[config.mk]
export PLATFORM = sky130hd
export DESIGN_NAME = hub75_frame_loader
export DESIGN_NICKNAME = d
export VERILOG_FILES = /design/src/rtl/hub75_pkg.sv /design/src/rtl/hub75_pixel_packer.sv /design/src/rtl/hub75_frame_loader.sv
export SDC_FILE = /design/constraint.sdc
export NUM_CORES = 1
export LEC_CHECK = 0
export ABC_CLOCK_PERIOD_IN_PS = 1970
export BUFFER_PORTS_ARGS = -buffer_cell sky130_fd_sc_hd__buf_2
export CAP_MARGIN = 10
export CORE_MARGIN = 8
export CORE_UTILIZATION = 54
export DETAILED_ROUTE_END_ITERATION = 8
export PLACE_DENSITY = 0.76
export SLEW_MARGIN = 40
export SYNTH_ARGS = -nofsm -noshare
export SYNTH_HDL_FRONTEND = slang
export SYNTH_SLANG_ARGS = --single-unit
[constraint.sdc]
create_clock -name CLK_I -period 1.97 [get_ports CLK_I]
set_input_delay 0 -clock CLK_I [delete_from_list [all_inputs] [get_ports CLK_I]]
set_output_delay 0 -clock CLK_I [all_outputs]
set_load 0.05 [all_outputs]
[src/rtl/hub75_pkg.sv]
// Shared definitions for the HUB75 frame loader: frame geometry defaults,
// colour field layout of a packed pixel and the loader state encoding.
package hub75_pkg;

   // Frame geometry: 32 columns x 16 rows x 2 banks
   localparam int PIXELS_DEF = 1024;
   localparam int ADDR_W_DEF = 10;

   // Packed pixel layout {B, G, R}, shared with the scan driver
   localparam int RED_LSB = 0;
   localparam int GRN_LSB = 8;
   localparam int BLU_LSB = 16;
   localparam int PIX_W   = 24;

   // Loader states
   typedef enum logic [1:0] {
      IDLE = 2'd0,
      RECV = 2'd1,
      PEND = 2'd2
   } state_t;

endpackage

[src/rtl/hub75_pixel_packer.sv]
// Assembles the R,G,B byte stream into 24-bit pixels. A start-of-frame byte
// always becomes the red byte of a fresh pixel, dropping any partial pixel.
module hub75_pixel_packer
   import hub75_pkg::*;
(
   input  logic             i_clk,
   input  logic             i_rst,
   input  logic             i_byte_vld,
   input  logic             i_sof,
   input  logic [7:0]       i_data,
   output logic [1:0]       o_byte_idx,
   output logic             o_pix_vld,
   output logic [PIX_W-1:0] o_pix
);

   logic [1:0] r_byte_idx;
   logic [7:0] r_red;
   logic [7:0] r_grn;

   // Byte position within the pixel: 0=R, 1=G, 2=B; never reaches 3
   always_ff @(posedge i_clk) begin
      if (i_rst) begin
         r_byte_idx <= 2'd0;
      end else if (i_byte_vld) begin
         if (i_sof) begin
            r_byte_idx <= 2'd1;
         end else if (r_byte_idx == 2'd2) begin
            r_byte_idx <= 2'd0;
         end else begin
            r_byte_idx <= r_byte_idx + 2'd1;
         end
      end
   end

   // Colour capture; these hold data only, so they carry no reset
   always_ff @(posedge i_clk) begin
      if (i_byte_vld) begin
         if (i_sof || r_byte_idx == 2'd0) begin
            r_red <= i_data;
         end else if (r_byte_idx == 2'd1) begin
            r_grn <= i_data;
         end
      end
   end

   // Pixel completes on the blue byte, which is used straight from the bus
   always_comb begin
      o_byte_idx             = r_byte_idx;
      o_pix_vld              = i_byte_vld & ~i_sof & (r_byte_idx == 2'd2);
      o_pix                  = '0;
      o_pix[RED_LSB +: 8]    = r_red;
      o_pix[GRN_LSB +: 8]    = r_grn;
      o_pix[BLU_LSB +: 8]    = i_data;
   end

endmodule

[src/rtl/hub75_frame_loader.sv]
// HUB75 frame loader: writes an incoming pixel stream into the back page of a
// two-page frame buffer and swaps pages only on the scan driver's frame-end
// pulse, so the panel never displays a partially written frame.
module hub75_frame_loader
   import hub75_pkg::*;
#(
   parameter int PIXELS = PIXELS_DEF,
   parameter int ADDR_W = ADDR_W_DEF
)
(
   input  logic              CLK_I,
   input  logic              RST_I,
   input  logic [7:0]        DATA_I,
   input  logic              VALID_I,
   input  logic              SOF_I,
   output logic              READY_O,
   input  logic              VSYNC_I,
   output logic              WE_O,
   output logic [ADDR_W:0]   WADDR_O,
   output logic [PIX_W-1:0]  WDATA_O,
   output logic              PAGE_O,
   output logic              FRAME_DONE_O,
   output logic              ERR_O
);

   localparam logic [ADDR_W-1:0] PIX_LAST = ADDR_W'(PIXELS - 1);

   state_t              r_state;
   logic [ADDR_W-1:0]   r_pix_cnt;
   logic                r_page;
   logic                r_we;
   logic [ADDR_W:0]     r_waddr;
   logic [PIX_W-1:0]    r_wdata;
   logic                r_frame_done;
   logic                r_err;

   logic                w_ready;
   logic                w_accept;
   logic                w_sof;
   logic                w_byte_vld;
   logic [1:0]          w_byte_idx;
   logic                w_pix_vld;
   logic [PIX_W-1:0]    w_pix;

   // Handshake decode; in IDLE only a start-of-frame byte reaches the packer
   always_comb begin
      w_ready    = (r_state != PEND);
      w_accept   = VALID_I & w_ready;
      w_sof      = w_accept & SOF_I;
      w_byte_vld = w_accept & ((r_state == RECV) | SOF_I);
   end

   hub75_pixel_packer u_packer (
      .i_clk      (CLK_I),
      .i_rst      (RST_I),
      .i_byte_vld (w_byte_vld),
      .i_sof      (w_sof),
      .i_data     (DATA_I),
      .o_byte_idx (w_byte_idx),
      .o_pix_vld  (w_pix_vld),
      .o_pix      (w_pix)
   );

   // Frame FSM: pixel addressing, registered write port, page swap and error
   always_ff @(posedge CLK_I) begin
      if (RST_I) begin
         r_state      <= IDLE;
         r_pix_cnt    <= '0;
         r_page       <= 1'b0;
         r_we         <= 1'b0;
         r_waddr      <= '0;
         r_wdata      <= '0;
         r_frame_done <= 1'b0;
         r_err        <= 1'b0;
      end else begin
         r_we         <= 1'b0;
         r_frame_done <= 1'b0;
         case (r_state)
            IDLE: begin
               if (w_sof) begin
                  r_pix_cnt <= '0;
                  r_state   <= RECV;
               end
            end
            RECV: begin
               if (w_sof) begin
                  // Restart on the same page; only a mid-frame SOF is an error
                  if (w_byte_idx != 2'd0 || r_pix_cnt != '0) begin
                     r_err <= 1'b1;
                  end
                  r_pix_cnt <= '0;
               end else if (w_pix_vld) begin
                  r_we    <= 1'b1;
                  r_waddr <= {~r_page, r_pix_cnt};
                  r_wdata <= w_pix;
                  if (r_pix_cnt == PIX_LAST) begin
                     r_pix_cnt <= '0;
                     r_state   <= PEND;
                  end else begin
                     r_pix_cnt <= r_pix_cnt + ADDR_W'(1);
                  end
               end
            end
            PEND: begin
               // The cycle carrying the final write still belongs to the frame,
               // so a frame-end pulse there is too early to swap on
               if (VSYNC_I && !r_we) begin
                  r_page       <= ~r_page;
                  r_frame_done <= 1'b1;
                  r_state      <= IDLE;
               end
            end
            default: begin
               r_state <= IDLE;
            end
         endcase
      end
   end

   assign READY_O      = w_ready;
   assign WE_O         = r_we;
   assign WADDR_O      = r_waddr;
   assign WDATA_O      = r_wdata;
   assign PAGE_O       = r_page;
   assign FRAME_DONE_O = r_frame_done;
   assign ERR_O        = r_err;

endmodule

* After elaboration in Yosys (flattened, before gate mapping) *
Index checks and enable logic that the tools add are counted.

operators by class
  add/sub/neg operators = 2
  equality and inequality tests = 12
  mux-type cells = 15
  bitwise logic cells = 11
  reductions and logical operators = 18

operators with widths
  operator                                              count
  2-to-1 mux 10 bit                                     4
  one-hot mux 10 bit (2 select lines)                   1
  2-to-1 mux 2 bit                                      7
  AND reduction 3 bit                                   4
  adder 10 x 1 -> 10 bit (second input constant)        1
  equality test 10 bit (second input constant)          1
  nonzero test 10 bit                                   1
  != test 2 x 1 -> 1 bit (second input constant)        3
  != test 2 bit (second input constant)                 3
  one-hot mux 2 bit (3 select lines)                    1
  AND 1 bit                                             5
  inverter 1 bit                                        5
  AND reduction 5 bit                                   1
  equality test 2 x 1 -> 1 bit (second input constant)  2
  equality test 2 bit (second input constant)           2
  zero test 2 bit                                       2
  AND reduction 2 bit                                   2
  nonzero test 2 bit                                    2
  != test 3 x 1 -> 1 bit (second input constant)        1
  OR reduction 3 bit                                    1
  adder 2 x 1 -> 2 bit (second input constant)          1
  logical OR 1 bit                                      2
  2-to-1 mux 1 bit                                      2
  OR reduction 2 bit                                    1
  other kinds (3)                                       3

storage, ports and cells
  register bits = 69
  bits of input ports = 13
  output and inout port bits = 40

* Longest topological paths before layout *
  depth in word-level cells = 9
  gate-level depth with buffers = 7

* By module *
From an unflattened synthesis, not the netlist that was laid out.

second synthesis, totals
  cells, all modules = 284
  area, all modules = 2681.3 um2

modules (own cells, without submodules)
  module              instances  cells each  area an instance (um2)
  hub75_frame_loader  1          249         2033.2
  hub75_pixel_packer  1          35          648.1

* Least setup slack after synthesis *
OpenSTA, ideal clock, no wires.

  path kind = flip-flop to flip-flop
  start = register u_packer.r_byte_idx[0] (netlist: u_packer.o_byte_idx[0])
  end = register r_pix_cnt[9]
  arrival time = 1415 ps
  required time = 1903 ps
  setup slack = 488 ps
  stages on the path, launching flop included = 6
  path buffers = 1
  period minus slack after synthesis = 1482 ps
  path through = dfxtp_1 and3b_2 o21ai_2 buf_6 or4_4 a21oi_2

between the ends
  cells in the longest elaborated chain, start to end = 4

RTL lines
  element                           RTL line                   text
  start, declared                   hub75_pixel_packer.sv:16   logic [1:0] r_byte_idx;
  start signal, assigned            hub75_pixel_packer.sv:30   r_byte_idx <= r_byte_idx + 2'd1;
  equality test 2 bit               hub75_pixel_packer.sv:49   o_pix_vld = i_byte_vld & ~i_sof & (r_byte_idx == 2'd2);
  AND 1 bit                         hub75_pixel_packer.sv:49
  != test 3 x 1 -> 1 bit (no line)  -
  AND reduction 3 bit (no line)     -
  end signal, assigned              hub75_frame_loader.sv:100  r_pix_cnt <= r_pix_cnt + ADDR_W'(1);
  end, declared                     hub75_frame_loader.sv:29   logic [ADDR_W-1:0] r_pix_cnt;

No other way between the ends.
A chain may end at the register's enable or synchronous reset.

* Final worst setup path *
  start = register r_state[0]
  end = register r_wdata[14] (netlist: WDATA_O[14])

between the ends
  cells in the longest elaborated chain, start to end = 7

RTL lines
  element                            RTL line                  text
  start, declared                    hub75_frame_loader.sv:28  state_t r_state;
  start signal, assigned             hub75_frame_loader.sv:67  r_state <= IDLE;
  start signal, assigned             hub75_frame_loader.sv:82  r_state <= RECV;
  start signal, assigned             hub75_frame_loader.sv:98  r_state <= PEND;
  != test 2 bit                      hub75_frame_loader.sv:47  w_ready = (r_state != PEND);
  AND 1 bit                          hub75_frame_loader.sv:48  w_accept = VALID_I & w_ready;
  AND 1 bit                          hub75_frame_loader.sv:49  w_sof = w_accept & SOF_I;
  inverter 1 bit                     hub75_pixel_packer.sv:49
  AND 1 bit (2 in series)            hub75_pixel_packer.sv:49
  AND reduction 3 bit (no line) (*)  -
  end signal, assigned               hub75_frame_loader.sv:95  r_wdata <= w_pix;
  end, declared                      hub75_frame_loader.sv:33  logic [PIX_W-1:0] r_wdata;

Every way passes the cells marked *; elsewhere a longest branch is shown, timed or not.

==> flow_metrics.env <==
export IMPL_outcome="finished, final reports clean"
export IMPL_hold_class="input pin to register"
export IMPL_syn_avg_cell_area_sq_um=9.558
export IMPL_criticalPathCategory="register to register"
export IMPL_critPathRequiredTime_ps=2220
export IMPL_gp_congestion=0.8757
export IMPL_die_width_um=85.64
export IMPL_num_vias=2099
export IMPL_r2r_end="WDATA_O[14]"
export IMPL_switchingPower_mw=0.5884
export IMPL_layout_nets=352
export IMPL_synth_seq_cells=69
export IMPL_grt_total_usage_pct=16.55
export IMPL_tns_ps=0
export IMPL_detail_route_wl_per_cell_um=14.61
export IMPL_grt_ovfl_total=0
export IMPL_grt_pass1_vias=1980
export IMPL_dr_pass1_iters=4
export IMPL_synthTopCellsByArea="dfxtp_1 41%, edfxtp_1 18%, nand2_1 11%, a21oi_1 7.6%, nor2_1 1.6%"
export IMPL_synth_top_flop_cell="dfxtp_1"
export IMPL_clockBufferDepth=2
export IMPL_path_cells="nor2b_1, and2_1, buf_4, nand2_1, a21oi_1"
export IMPL_cts_htree_levels=3
export IMPL_yosys_area_top_type="dfxtp_1"
export IMPL_ff2ff_path_depth=5
export IMPL_drc=0
export IMPL_ant_nets=0
export IMPL_grt_pass1_wl_um=9549
export IMPL_hp_start="VALID_I"
export IMPL_cts_tree="yes"
export IMPL_routed_wl_um=5784
export IMPL_finalSetupViolations=0
export IMPL_hold_path_end="u_packer.o_byte_idx[1]"
export IMPL_cts_buffers=9
export IMPL_vdd_ir_drop_max_uv=645.5
export IMPL_cts_root_buffer="clkbuf_8"
export IMPL_pwr_share_clk_pct=37.9
export IMPL_numPlacedInstances=370
export IMPL_clk_latency_ps=330
export IMPL_dp_hpwl_um=3873
export IMPL_cp_arrival_ps=1910
export IMPL_seq_power_share_pct=57.8
export IMPL_endpoint_kind="register"
export IMPL_rows=25
export IMPL_p_per_area_nw_per_um2=803.1
export IMPL_synth_area_sq_um=2619
export IMPL_cp_slowest_cell="nor2b_1"
export IMPL_yosysSeqAreaShare_pct=58.86
export IMPL_clk_pin_slew_worst_paths_ps=80
export IMPL_synth_edf_count=16
export IMPL_min_path_cells=4
export IMPL_grt_setup_unrepaired="false"
export IMPL_post_drt_via_cell_ratio=5.301
export IMPL_fillers=374
export IMPL_hold_ws_ps=71.54
export IMPL_crit_fanout=24
export IMPL_ios=53
export IMPL_swShare_pct=23.09
export IMPL_synth_cell_types=44
export IMPL_combinationalPowerShare_pct=4.3
export IMPL_multi_input_area_sq_um=987.2
export IMPL_synth_async_reset_ratio_pct=0
export IMPL_die_area_sq_um=7334
export IMPL_fmax_mhz=605.5
export IMPL_reg2reg_slack_ps=320
export IMPL_p_leak_nw=1.245
export IMPL_drt_iter0_drc=124
export IMPL_post_cts_repair_setup_buffers=0
export IMPL_critPathLaunch="r_state[0]"
export IMPL_syn_to_final_growth_pct=21.17
export IMPL_critical_path_max_stage_delay_ps=410
export IMPL_cts_sinks=69
export IMPL_p_int_mw=1.960
export IMPL_antenna_found_initial=0
export IMPL_cp_top_family="simple AND/OR/NAND/NOR gates"
export IMPL_worst_slew_pin_slew_ps=487.1
export IMPL_maxSlewHeadroom_pct=67.53
export IMPL_layout_commonest_cell="nand2_1"
export IMPL_fin_skew_ps=7.138
export IMPL_critical_path_buf_inv_count=1
export IMPL_io_buffers=52
export IMPL_synth_nets=289
export IMPL_core_sq_um=4692
export IMPL_fin_crit_ps=1651
export IMPL_grt_max_degree=44
export IMPL_n_antenna_cell=0
export IMPL_synthCells=274
export IMPL_ys_warn_count=0
export IMPL_startpoint_type="register"
export IMPL_initial_core_util_pct=55.81
export IMPL_cap_violations=0
export IMPL_final_cell_count_no_fill=396
export IMPL_final_hold_violation_count=0
export IMPL_fin_crit_sh_pct=83.83
export IMPL_die_y_um=85.64
export IMPL_layout_common_cells="74 x nand2_1, 53 x dfxtp_1, 52 x buf_2"
export IMPL_report_final_slew_viol_count=0
export IMPL_timing_rr_start="r_state[0]"
export IMPL_seqCellArea_sq_um=1541
export IMPL_drive_gt1_share_pct=22.81
export IMPL_synth_top_area_share_pct=40.52
[synthesized netlist by cell type (all sizes together), types with 4 or more instances]
master / instances
nand2: 74
dfxtp: 53
a21oi: 41
edfxtp: 16
nor2: 11
clkbuf: 10
buf: 5
nand2b: 5
and3: 4
o211ai: 4
o21ai: 4
xor2: 4
[final cells by class]
| type | instances | share of cell area, % |
|---|---|---|
| inverter | 3 | 0.3549 |
| tap | 54 | 2.129 |
| multi-input combinational | 187 | 31.11 |
| timing repair buffer | 67 | 12.54 |
| clock buffer | 10 | 4.022 |
| sequential | 69 | 48.58 |
| clock inverter | 6 | 1.262 |
[registers in the layout, indices dropped and copies added, names as in the netlist]
| register | flops |
|---|---|
| WADDR_O | 11 |
| PAGE_O | 1 |
| r_pix_cnt | 10 |
| ERR_O | 1 |
| r_state | 2 |
| FRAME_DONE_O | 1 |
| WDATA_O | 24 |
| WE_O | 1 |
| u_packer.r_red | 8 |
| u_packer.o_byte_idx | 2 |
| u_packer.r_grn | 8 |
[power groups by stage]
stage / clock network (mW) / registers, mW / logic (mW)
after floorplan: 0 / 1.50 / 0.0602
after global placement: 0 / 1.50 / 0.0934
after detailed placement: 0 / 1.50 / 0.0918
after CTS: 0.990 / 1.47 / 0.108
after global routing: 1.05 / 1.47 / 0.120
final: 0.967 / 1.47 / 0.109
[repair_timing]
item,4_1_cts,5_1_grt
hold endpoints to repair,27,0
gates resized for setup,0,0
hold buffers,10,0
[cells by family (layout without fill, tap and decap cells)]
family,count (synthesis),in the layout,synth area share (%)
AND/OR/NAND/NOR,119,119,21.21
XOR/XNOR,5,5,1.672
multiplexers,1,1,0.3822
buffers and inverters,18,86,3.440
flip-flops,69,69,58.86
AO/OA/AOI/OAI,60,60,13.47
adder cells (fa/ha/maj),2,2,0.9554
[how the worst max path moves through the flow]
stage / endpoint / cells past startpoint
detailed placement: u_packer.r_grn[5] / 2
floorplan: r_pix_cnt[9] / 5
global route: WDATA_O[14] / 5
CTS: u_packer.r_grn[3] / 2
finish: WDATA_O[14] / 5
global placement: r_state[0] / 5
[tightest hold or removal path, stage by stage]
cell and delay (ps):
buf_2 150, o211ai_1 90, a21oi_1 70, nor2_1 70
[stage by stage]
step | util (%) | cell area (sq um) | power (mW) | worst slack, ps
floorplan | - | 2619 | 1.565 | 488.2
global placement | 61.92 | 2905 | 1.598 | 410.0
detailed placement | 61.92 | 2905 | 1.597 | 392.6
CTS | 67.63 | 3173 | 2.570 | 373.8
global route | 67.63 | 3173 | 2.645 | 140.4
finish | 67.63 | 3173 | 2.548 | 318.6
[metal layers]
layer  track usage [%]  wire length [um]  vias up
li1                  -                 -     1060
met1             20.40              2663      966
met2             25.04              2621       60
met3             4.967               370       13
met4             9.554               128        0
met5                 0                 0        -
No activity file was read; power rests on OpenSTA's default activity.
